==> src/rtl/uart_rx_arbiter.sv <==
// Round-robin arbiter sharing the UART receiver byte-read port (stb/ack/data) between NUM_REQ requesters.
// Define UART_RX_ARB_TIMEOUT_EN to add the downstream-ack timeout with late-ack drain and hold register.
module uart_rx_arbiter #(
   parameter int unsigned NUM_REQ      = 2,
   parameter int unsigned TIMEOUT_CLKS = 4096
) (
   input  logic               clk_i,
   input  logic               rst_ni,
   input  logic [NUM_REQ-1:0] req_stb_i,
   output logic [NUM_REQ-1:0] req_ack_o,
   output logic [NUM_REQ-1:0] req_err_o,
   output logic [7:0]         req_data_o,
   output logic               rx_stb_o,
   input  logic               rx_ack_i,
   input  logic [7:0]         rx_data_i
);

   localparam int unsigned PW = (NUM_REQ > 1) ? $clog2(NUM_REQ) : 1;
   localparam int unsigned DW = 8;

   localparam logic [1:0] S_IDLE  = 2'd0;
   localparam logic [1:0] S_ISSUE = 2'd1;
   localparam logic [1:0] S_WAIT  = 2'd2;
`ifdef UART_RX_ARB_TIMEOUT_EN
   localparam logic [1:0] S_DRAIN = 2'd3;
   localparam int unsigned CW     = 16;
`endif

   if (NUM_REQ < 2 || NUM_REQ > 4 || TIMEOUT_CLKS > 65535) begin : g_bad_params
      $error("uart_rx_arbiter: NUM_REQ must be 2..4 and TIMEOUT_CLKS below 65536");
   end

   // First set candidate at or above ptr, wrapping modulo NUM_REQ.
   function automatic logic [PW-1:0] f_rr_pick(input logic [NUM_REQ-1:0] cand,
                                                input logic [PW-1:0]      ptr);
      logic [PW-1:0] pick;
      logic [PW-1:0] idx_p;
      logic          found;
      int unsigned   idx;
      pick  = ptr;
      found = 1'b0;
      for (int unsigned k = 0; k < NUM_REQ; k++) begin
         idx   = (32'(ptr) + k) % NUM_REQ;
         idx_p = PW'(idx);
         if (!found && cand[idx_p]) begin
            pick  = idx_p;
            found = 1'b1;
         end
      end
      return pick;
   endfunction

   function automatic logic [PW-1:0] f_inc(input logic [PW-1:0] idx);
      return (32'(idx) == NUM_REQ - 1) ? '0 : idx + PW'(1);
   endfunction

   function automatic logic [NUM_REQ-1:0] f_onehot(input logic [PW-1:0] idx);
      return NUM_REQ'(1) << idx;
   endfunction

   logic [1:0]         r_state;
   logic [1:0]         w_state_nxt;
   logic [NUM_REQ-1:0] r_pending;
   logic [NUM_REQ-1:0] w_pending_nxt;
   logic [PW-1:0]      r_rr_ptr;
   logic [PW-1:0]      w_rr_ptr_nxt;
   logic [PW-1:0]      r_gnt_idx;
   logic [PW-1:0]      w_gnt_idx_nxt;
   logic [NUM_REQ-1:0] r_ack;
   logic [NUM_REQ-1:0] w_ack_nxt;
   logic               r_rx_stb;
   logic               w_rx_stb_nxt;
   logic [DW-1:0]      r_data;
   logic [DW-1:0]      w_data_nxt;
   logic [NUM_REQ-1:0] w_cand;
   logic [PW-1:0]      w_win;
   logic [NUM_REQ-1:0] w_done;
`ifdef UART_RX_ARB_TIMEOUT_EN
   logic [NUM_REQ-1:0] r_err;
   logic [NUM_REQ-1:0] w_err_nxt;
   logic [CW-1:0]      r_tmo_cnt;
   logic [CW-1:0]      w_tmo_nxt;
   logic               r_hold_valid;
   logic               w_hold_valid_nxt;
   logic [DW-1:0]      r_hold_data;
   logic [DW-1:0]      w_hold_data_nxt;
`endif

   assign w_cand = r_pending | req_stb_i;
   assign w_win  = f_rr_pick(w_cand, r_rr_ptr);

   // Next-state and registered-output decode.
   always_comb begin
      w_state_nxt      = r_state;
      w_rr_ptr_nxt     = r_rr_ptr;
      w_gnt_idx_nxt    = r_gnt_idx;
      w_ack_nxt        = '0;
      w_rx_stb_nxt     = 1'b0;
      w_data_nxt       = r_data;
`ifdef UART_RX_ARB_TIMEOUT_EN
      w_err_nxt        = '0;
      w_tmo_nxt        = r_tmo_cnt;
      w_hold_valid_nxt = r_hold_valid;
      w_hold_data_nxt  = r_hold_data;
`endif
      case (r_state)
         S_IDLE: begin
            if (|w_cand) begin
`ifdef UART_RX_ARB_TIMEOUT_EN
               // A byte recovered from a timed-out read is handed to the next winner.
               if (r_hold_valid) begin
                  w_ack_nxt        = f_onehot(w_win);
                  w_data_nxt       = r_hold_data;
                  w_hold_valid_nxt = 1'b0;
                  w_rr_ptr_nxt     = f_inc(w_win);
               end else
`endif
               begin
                  w_gnt_idx_nxt = w_win;
                  w_rx_stb_nxt  = 1'b1;
                  w_state_nxt   = S_ISSUE;
               end
            end
         end
         S_ISSUE: begin
`ifdef UART_RX_ARB_TIMEOUT_EN
            w_tmo_nxt = '0;
`endif
            w_state_nxt = S_WAIT;
         end
         S_WAIT: begin
            if (rx_ack_i) begin
               w_data_nxt   = rx_data_i;
               w_ack_nxt    = f_onehot(r_gnt_idx);
               w_rr_ptr_nxt = f_inc(r_gnt_idx);
               w_state_nxt  = S_IDLE;
            end
`ifdef UART_RX_ARB_TIMEOUT_EN
            else if (r_tmo_cnt + CW'(1) >= CW'(TIMEOUT_CLKS)) begin
               w_err_nxt    = f_onehot(r_gnt_idx);
               w_rr_ptr_nxt = f_inc(r_gnt_idx);
               w_state_nxt  = S_DRAIN;
            end else begin
               w_tmo_nxt = r_tmo_cnt + CW'(1);
            end
`endif
         end
`ifdef UART_RX_ARB_TIMEOUT_EN
         // The receiver still owes an ack for the abandoned strobe; park its byte.
         S_DRAIN: begin
            if (rx_ack_i) begin
               w_hold_data_nxt  = rx_data_i;
               w_hold_valid_nxt = 1'b1;
               w_state_nxt      = S_IDLE;
            end
         end
`endif
         default: w_state_nxt = S_IDLE;
      endcase
`ifdef UART_RX_ARB_TIMEOUT_EN
      w_done = w_ack_nxt | w_err_nxt;
`else
      w_done = w_ack_nxt;
`endif
      w_pending_nxt = (r_pending | req_stb_i) & ~w_done;
   end

   always_ff @(posedge clk_i) begin
      if (!rst_ni) begin
         r_state      <= S_IDLE;
         r_pending    <= '0;
         r_rr_ptr     <= '0;
         r_gnt_idx    <= '0;
         r_ack        <= '0;
         r_rx_stb     <= 1'b0;
         r_data       <= '0;
`ifdef UART_RX_ARB_TIMEOUT_EN
         r_err        <= '0;
         r_tmo_cnt    <= '0;
         r_hold_valid <= 1'b0;
         r_hold_data  <= '0;
`endif
      end else begin
         r_state      <= w_state_nxt;
         r_pending    <= w_pending_nxt;
         r_rr_ptr     <= w_rr_ptr_nxt;
         r_gnt_idx    <= w_gnt_idx_nxt;
         r_ack        <= w_ack_nxt;
         r_rx_stb     <= w_rx_stb_nxt;
         r_data       <= w_data_nxt;
`ifdef UART_RX_ARB_TIMEOUT_EN
         r_err        <= w_err_nxt;
         r_tmo_cnt    <= w_tmo_nxt;
         r_hold_valid <= w_hold_valid_nxt;
         r_hold_data  <= w_hold_data_nxt;
`endif
      end
   end

   assign req_ack_o  = r_ack;
   assign rx_stb_o   = r_rx_stb;
   assign req_data_o = r_data;
`ifdef UART_RX_ARB_TIMEOUT_EN
   assign req_err_o  = r_err;
`else
   assign req_err_o  = '0;
`endif

endmodule
==> config.mk <==
export PLATFORM = sky130hd
export DESIGN_NAME = uart_rx_arbiter
export DESIGN_NICKNAME = d
export VERILOG_FILES = /design/src/rtl/uart_rx_arbiter.sv
export SDC_FILE = /design/constraint.sdc
export NUM_CORES = 1
export LEC_CHECK = 0
export CORE_MARGIN = 2
export CORE_UTILIZATION = 41
export CTS_CLUSTER_DIAMETER = 40
export DETAILED_ROUTE_END_ITERATION = 8
export PLACE_DENSITY = 0.76
export SLEW_MARGIN = 20
export SYNTH_ARGS = -nofsm -noshare
export SYNTH_HDL_FRONTEND = slang
export SYNTH_SLANG_ARGS = --single-unit
export TNS_END_PERCENT = 50
==> constraint.sdc <==
create_clock -name clk_i -period 1.2 [get_ports clk_i]
set_input_delay 0.24 -clock clk_i [delete_from_list [all_inputs] [get_ports clk_i]]
set_output_delay 0.24 -clock clk_i [all_outputs]
set_load 0.05 [all_outputs]
==> results of run 1 <==
## final timing paths
path	from	end	slack [ns]	depth (start not counted)
worst max-delay path	req_data_o[2]	req_data_o[2]	0.14	1
worst min register to register	r_rr_ptr	r_rr_ptr	0.48	2
worst max register to register	r_state[0]	req_ack_o[1]	0.14	3
worst min-delay path	r_rr_ptr	r_rr_ptr	0.48	2
## placed cells by master (no fill, tap or decap)
cell type                         instances
sky130_fd_sc_hd__a21boi_0                 3
sky130_fd_sc_hd__a21boi_2                 7
sky130_fd_sc_hd__a21oi_1                  3
sky130_fd_sc_hd__and3_1                   1
sky130_fd_sc_hd__and3b_1                  1
sky130_fd_sc_hd__and3b_2                  1
sky130_fd_sc_hd__buf_12                  12
sky130_fd_sc_hd__buf_4                    3
sky130_fd_sc_hd__clkbuf_4                 3
sky130_fd_sc_hd__clkdlybuf4s50_1         12
sky130_fd_sc_hd__clkinv_2                 1
sky130_fd_sc_hd__conb_1                   2
sky130_fd_sc_hd__dfxtp_1                 17
sky130_fd_sc_hd__mux2i_1                  1
sky130_fd_sc_hd__nand2_1                 19
sky130_fd_sc_hd__nand2b_1                 1
sky130_fd_sc_hd__nand3b_2                 1
sky130_fd_sc_hd__nor2_1                   5
sky130_fd_sc_hd__nor2b_1                  1
sky130_fd_sc_hd__o21ai_0                  1
sky130_fd_sc_hd__o221ai_1                 1
sky130_fd_sc_hd__o31ai_1                  1
## per-stage QoR
stage / util / power, W / cell area, sq um / setup slack, ns / hold slack [ns]
2_1_floorplan: - / 0.000756 / 664 / 0.202 / 0.385
3_3_place_gp: 0.689 / 0.000875 / 1040 / -0.140 / 0.451
5_1_grt: 0.707 / 0.00122 / 1060 / 0.0731 / 0.513
3_5_place_dp: 0.689 / 0.000878 / 1040 / -0.160 / 0.473
4_1_cts: 0.707 / 0.00117 / 1060 / 0.127 / 0.488
6_report: 0.707 / 0.00116 / 1060 / 0.135 / 0.482
## layer usage
layer,track usage,routed length (microns)
met1,0.184,541
met2,0.256,618
met3,0.0367,74
met4,0.0909,23
met5,0,0
## area by class of cell
type	count	area (sq um)	area share
repair buffers	27	383	0.360
flip-flops and latches	17	340	0.320
multi-input cells	49	294	0.276
clock buffers	3	22.5	0.0212
well taps	16	20.0	0.0188
clock inverters	1	5.00	0.00470
## where the power goes
group          internal, W  switching [W]
sequential        0.000594      0.0000275
clock             0.000124       0.000174
combinational     0.000129       0.000113
## registers in the layout (all words and copies together) (netlist names)
name and cells:
req_data_o 8, r_pending 2, r_state 2, req_ack_o 2, r_gnt_idx 1, r_rr_ptr 1, rx_stb_o 1
## kinds of logic after synthesis
logic type | share of synthesized area
buffers and inverters | 0.0454
AO/OA/AOI/OAI | 0.208
AND/OR/NAND/NOR | 0.210
flip-flops | 0.515
other | 0.00568
multiplexers | 0.0152
==> impl_results.md, run 1 <==
* Number of sinks on the clock net at 17
* Critical path arrival at between 0.8 and 0.9 ns
* Number of gates given a new drive strength after cts at 0
* Number of setup violations in the final report at 0
* Critical path type: reg -> out
* Via density at 4.92
* Synth-to-Final Area Change at 61.2%
* GP Congestion at 0.748
* Fraction of final layout cells sized beyond drive strength 1 at 0.289
* Fraction of registers with async set/reset at 0
* Clock Latency Late Sink at about 0.28 ns
* Critical-path top delay cell: sky130_fd_sc_hd__dfxtp_1
* Timing-limited maximum frequency at ~940 MHz
* Cells traversed along the worst timing path: buf_12
* Number of buffers and inverters on the critical path at 1
* Post-Syn Instances at 69
* Final net count at approximately 110
* Netlist cell types at 20
* Most used standard cells in the synthesized netlist: 19 x sky130_fd_sc_hd__nand2_1, 17 x sky130_fd_sc_hd__dfxtp_1, 7 x sky130_fd_sc_hd__a21boi_2, 5 x sky130_fd_sc_hd__nor2_1
* Count of standard-cell rows at 14
* Critical path's largest stage delay at slightly below 0.4 ns
* Total clock buffers created by CTS at 3
* Buffer count from post-CTS setup fixing at 0
* Root Buffer Master: sky130_fd_sc_hd__clkbuf_4
* # IOs at 26
* Die span in x at approximately 44 microns
* Port Buffers at 23
* Sequential cell area fraction in the yosys report at 0.515
* Post-CTS clock slew at the launch and capture registers of the worst setup and hold paths at roughly 0.10 ns
* Iteration-0 DRC Markers at 3
* Count of nets left with antenna violations after detail routing at 0
* Maximum level of the CTS H-tree at 1
* Cell count after placement at 109
* Path class of the lowest-slack min-delay path: reg -> reg
* Most common cell in the netlist: sky130_fd_sc_hd__nand2_1
* Areal power density over the cells at 1090 nW/um^2
* Floorplan core area at roughly 1500 sq um
* Post-CTS Hold Buffers at 0
* Initial cell density of the core at 0.439
* Post-synth EDFFs at 0
* Most used flip-flop cell after synthesis: sky130_fd_sc_hd__dfxtp_1
* Global routing usage summed across all routing layers at 0.156
* Largest buffer count on any clock path at 2
* Number of filler cells placed in the layout at roughly 110
* IR drop worst, VDD at between 0.6 and 0.7 mV
* Proportion of netlist area held by the largest area contributor at 0.515
* Remaining Overflow, GRT at 0
* Post-layout minimum cycle time at 1.06 ns
* Unrepaired setup endpoints after global routing: false
* Max capacitance violation total at 0
* Final hold violations at 0
* Antenna cells at 0
* WP data required at 0.96 ns
* Placed wire-length estimate at ~980 microns
* First-pass GRT wire length at about 2100 microns
* Final total negative setup slack at 0 ns
* DIE HEIGHT at roughly 44 microns
* Wire per inst at approximately 11 microns
* Fin crit share at 0.887
* Kind of end point of the critical path: primary output
* Result of the run: completed
* Largest fanout of any net on the critical path at 2
* Dominant cell type by area after synthesis: sky130_fd_sc_hd__dfxtp_1
* Netlist Area Pre-Place at between 600 and 700 sq um
* LEAKAGE at just over 0.4 nW
* Initial antenna violation count at 0
* Via count of the first global-routing pass at 517
* Pre-Repair DR Iteration Count at 4
* Post-synthesis average cell area at ~9.6 sq um
* Worst clock skew at approximately 0.0023 ns
* CTS tree: yes
* Top cells by area, synth: sky130_fd_sc_hd__dfxtp_1 52%, sky130_fd_sc_hd__a21boi_2 12%, sky130_fd_sc_hd__nand2_1 11%
* Final std cells w/o fill at between 100 and 150
* Worst Setup Start Kind: register
* Category of cells accounting for the largest share of critical-path delay: flip-flops
* Final WL at around 1300 microns
* Die Outline Area at between 1500 and 2000 sq um
* Final Slew Violations at 0
* Number of warnings printed during yosys synthesis at 0
* Post-synthesis sequential element count at 17
* DR vias at between 500 and 600
* Maximum number of pins on one net before global-route repair at 12
* Total DRC errors in the routed layout at 0
Power figures use the tool's default switching activity.
==> inputs of run 2 (changes only) <==
Settings changed: ABC_AREA set to 1, CORE_UTILIZATION 41 to 39, PLACE_DENSITY 0.76 to 0.75.
==> impl_results.md, run 2 <==
* Post-CTS Hold Buffers at 0
* First-pass GRT wire length at about 2100 microns
* Global routing usage summed across all routing layers at 0.151
* Post-Synth Adder-Cell Area at 0
* Number of warnings printed during yosys synthesis at 0
* Number of setup violations in the final report at 0
* DIE HEIGHT at 43.6 microns
* Iteration-0 DRC Markers at 3
* Instance area after placement at ~1000 sq um
* Most common cell in the netlist: sky130_fd_sc_hd__nor2_1
* Total clock buffers created by CTS at 3
* Worst Setup Start Kind: input pin
* Die span in x at around 44 microns
* Fin crit share at 0.940
* Post-Syn Instances at 76
* LEAKAGE at 0.441 nW
* Cell count after placement at between 100 and 150
* Root Buffer Master: sky130_fd_sc_hd__clkbuf_4
* Worst hold slack across all endpoints at ~0.45 ns
* Final Slew Violations at 0
* Main combinational cell family by area after synthesis: simple AND/OR/NAND/NOR gates
* Final WL at around 1300 microns
* Launching instance or port of the critical path: rx_ack_i
* DR vias at between 500 and 600
* IR drop worst, VDD at about 0.66 mV
* Dominant cell type by area after synthesis: sky130_fd_sc_hd__dfxtp_1
* Antenna cells at 0
* Post-layout minimum cycle time at ~1.1 ns
* Final total power at 0.00129 W
* Post-synthesis sequential element count at 17
* Critical path arrival at between 1 and 1.5 ns
* Post-synth EDFFs at 0
* Worst clock skew at 0.00433 ns
* # IOs at 26
* Remaining Overflow, GRT at 0
* Synth Area in XOR/XNOR at 0
* Critical path type: in -> reg
* Maximum number of pins on one net before global-route repair at 11
* Timing-limited maximum frequency at just under 900 MHz
* Startpoint of the lowest-slack register-to-register path: r_state[1]
* Result of the run: completed
* Top cells by area, synth: sky130_fd_sc_hd__dfxtp_1 56%, sky130_fd_sc_hd__nor2_1 16%, sky130_fd_sc_hd__o21ai_0 7.4%
* Largest register FFs at 8
* Switch share at 0.296
* Final Worst Setup Slack at between 0.07 and 0.08 ns
* Fraction of final layout cells sized beyond drive strength 1 at 0.208
* Netlist Area Pre-Place at 612 sq um
* Post-synthesis average cell area at just over 8 sq um
* Most common cell after layout, fill and taps aside: sky130_fd_sc_hd__nor2_1
* Share of the synthesized area in compound gates (AO/OA/AOI/OAI) at 0.115
* Clock network power share at 0.227
* Largest fanout of any net on the critical path at 7
* Maximum level of the CTS H-tree at 1
* Placed wire-length estimate at 995 microns
* Buffer count from post-CTS setup fixing at 0
* Synth-to-Final Area Change at 65.6%
* Share of total power in sequential cells at 0.501
* Worst-case setup slack after placement at -0.227 ns
* Proportion of netlist area held by the largest area contributor at 0.556
* Max capacitance violation total at 0
* Path class of the lowest-slack min-delay path: reg -> reg
* Most used standard cells in the synthesized netlist: 26 x sky130_fd_sc_hd__nor2_1, 17 x sky130_fd_sc_hd__dfxtp_1, 9 x sky130_fd_sc_hd__o21ai_0, 6 x sky130_fd_sc_hd__inv_1, 6 x sky130_fd_sc_hd__nand2_1
* Floorplan core area at approximately 1500 sq um
* Psw at between 0.0003 and 0.0004 W
* Largest buffer count on any clock path at 2
* Number of sinks on the clock net at 17
* Post-CTS clock slew at the launch and capture registers of the worst setup and hold paths at about 0.09 ns
* Final std cells w/o fill at 122
* Die Outline Area at ~1900 sq um
* Fraction of registers with async set/reset at 0
* Multiplexer share of the synthesized area at 0
* Initial antenna violation count at 0
* Fraction of the mapped netlist area in simple logic gates at 0.231
* Initial cell density of the core at 0.411
* Summed area of non-filler cells in the final layout at 1010 sq um
* Count of standard-cell rows at 14
* Unrepaired setup endpoints after global routing: false
* Clock Latency Late Sink at 0.28 ns
* Most used flip-flop cell after synthesis: sky130_fd_sc_hd__dfxtp_1
* GP Congestion at a little under 0.7
* Wire per inst at 10.5 microns
* Total DRC errors in the routed layout at 0
* Kind of end point of the critical path: register
* Combinational share of power at 0.272
* Count of nets left with antenna violations after detail routing at 0
* Final net count at 120
* Cell internal pwr at slightly above 0.0009 W
* Sequential cell area fraction in the yosys report at 0.556
* Via count of the first global-routing pass at approximately 500
* Areal power density over the cells at 1270 nW/um^2
* Hold path startpoint: r_gnt_idx
* WP data required at between 1 and 1.5 ns
* CTS tree: yes
* Via density at between 4 and 5
* Netlist cell types at 13
* Pre-Repair DR Iteration Count at 4
* Commonest cells after routing, fill and taps aside: 26 x sky130_fd_sc_hd__nor2_1, 17 x sky130_fd_sc_hd__dfxtp_1, 12 x sky130_fd_sc_hd__clkdlybuf4s50_1
* Port Buffers at 23
* Number of gates given a new drive strength after cts at 0
* Final hold violations at 0
[run 2: cell count changes after synthesis, sizes merged, moves of 3 or more]
| cell | change |
|---|---|
| inv | +6 |
| nor3 | +3 |
| o21ai | +8 |
| a21boi | -10 |
| nand2 | -13 |
| nor2 | +22 |
[run 2: kinds of logic (layout without fill, tap and decap cells)]
family / count (synthesis) / in the layout
simple gates: 36 / 36
flops: 17 / 17
compound gates: 12 / 12
buf+inv: 10 / 39
other cells: 1 / 2
[run 2: per-stage QoR]
stage / TNS, ns / util
6_report: 0 / 0.681
2_1_floorplan: 0 / -
3_3_place_gp: -1.83 / 0.663
4_1_cts: 0 / 0.681
5_1_grt: 0 / 0.681
3_5_place_dp: -2.32 / 0.663
[run 2: final timing paths]
check / slack (ns) / cells after the start / endpoint
setup / recovery: 0.07 / 7 / req_data_o[5]
hold / removal: 0.45 / 1 / req_ack_o[0]
setup reg to reg: 0.18 / 6 / req_data_o[5]
hold reg to reg: 0.45 / 1 / req_ack_o[0]
[run 2: power groups by stage]
stage               logic (W)  clock network [W]  registers, W
floorplan            0.000103                  0      0.000724
global placement     0.000345                  0      0.000655
detailed placement   0.000351                  0      0.000656
CTS                  0.000352           0.000297      0.000644
global route         0.000372           0.000332      0.000649
finish               0.000350           0.000292      0.000644
[run 2: final cells by class]
type	count	area [sq um]
Fill cell	118	475
Tap cell	16	20.0
Inverter	6	22.5
Clock buffer	4	26.3
Multi-Input combinational cell	50	219
Sequential cell	17	340
Timing Repair Buffer	29	385
[run 2: worst max-delay path, stage by stage]
cell and delay, ns:
sky130_fd_sc_hd__clkdlybuf4s50_1 0.48, sky130_fd_sc_hd__nand2_1 0.07, sky130_fd_sc_hd__nor2_2 0.11, sky130_fd_sc_hd__inv_1 0.07, sky130_fd_sc_hd__buf_4 0.16, sky130_fd_sc_hd__nor2_1 0.11
sky130_fd_sc_hd__nor2_1 0.06
[run 2: metal layers]
layer / global-route usage / part of all wire
met5: 0 / 0
met4: 0.0909 / 0.021
met3: 0.0417 / 0.058
met2: 0.250 / 0.46
met1: 0.172 / 0.46
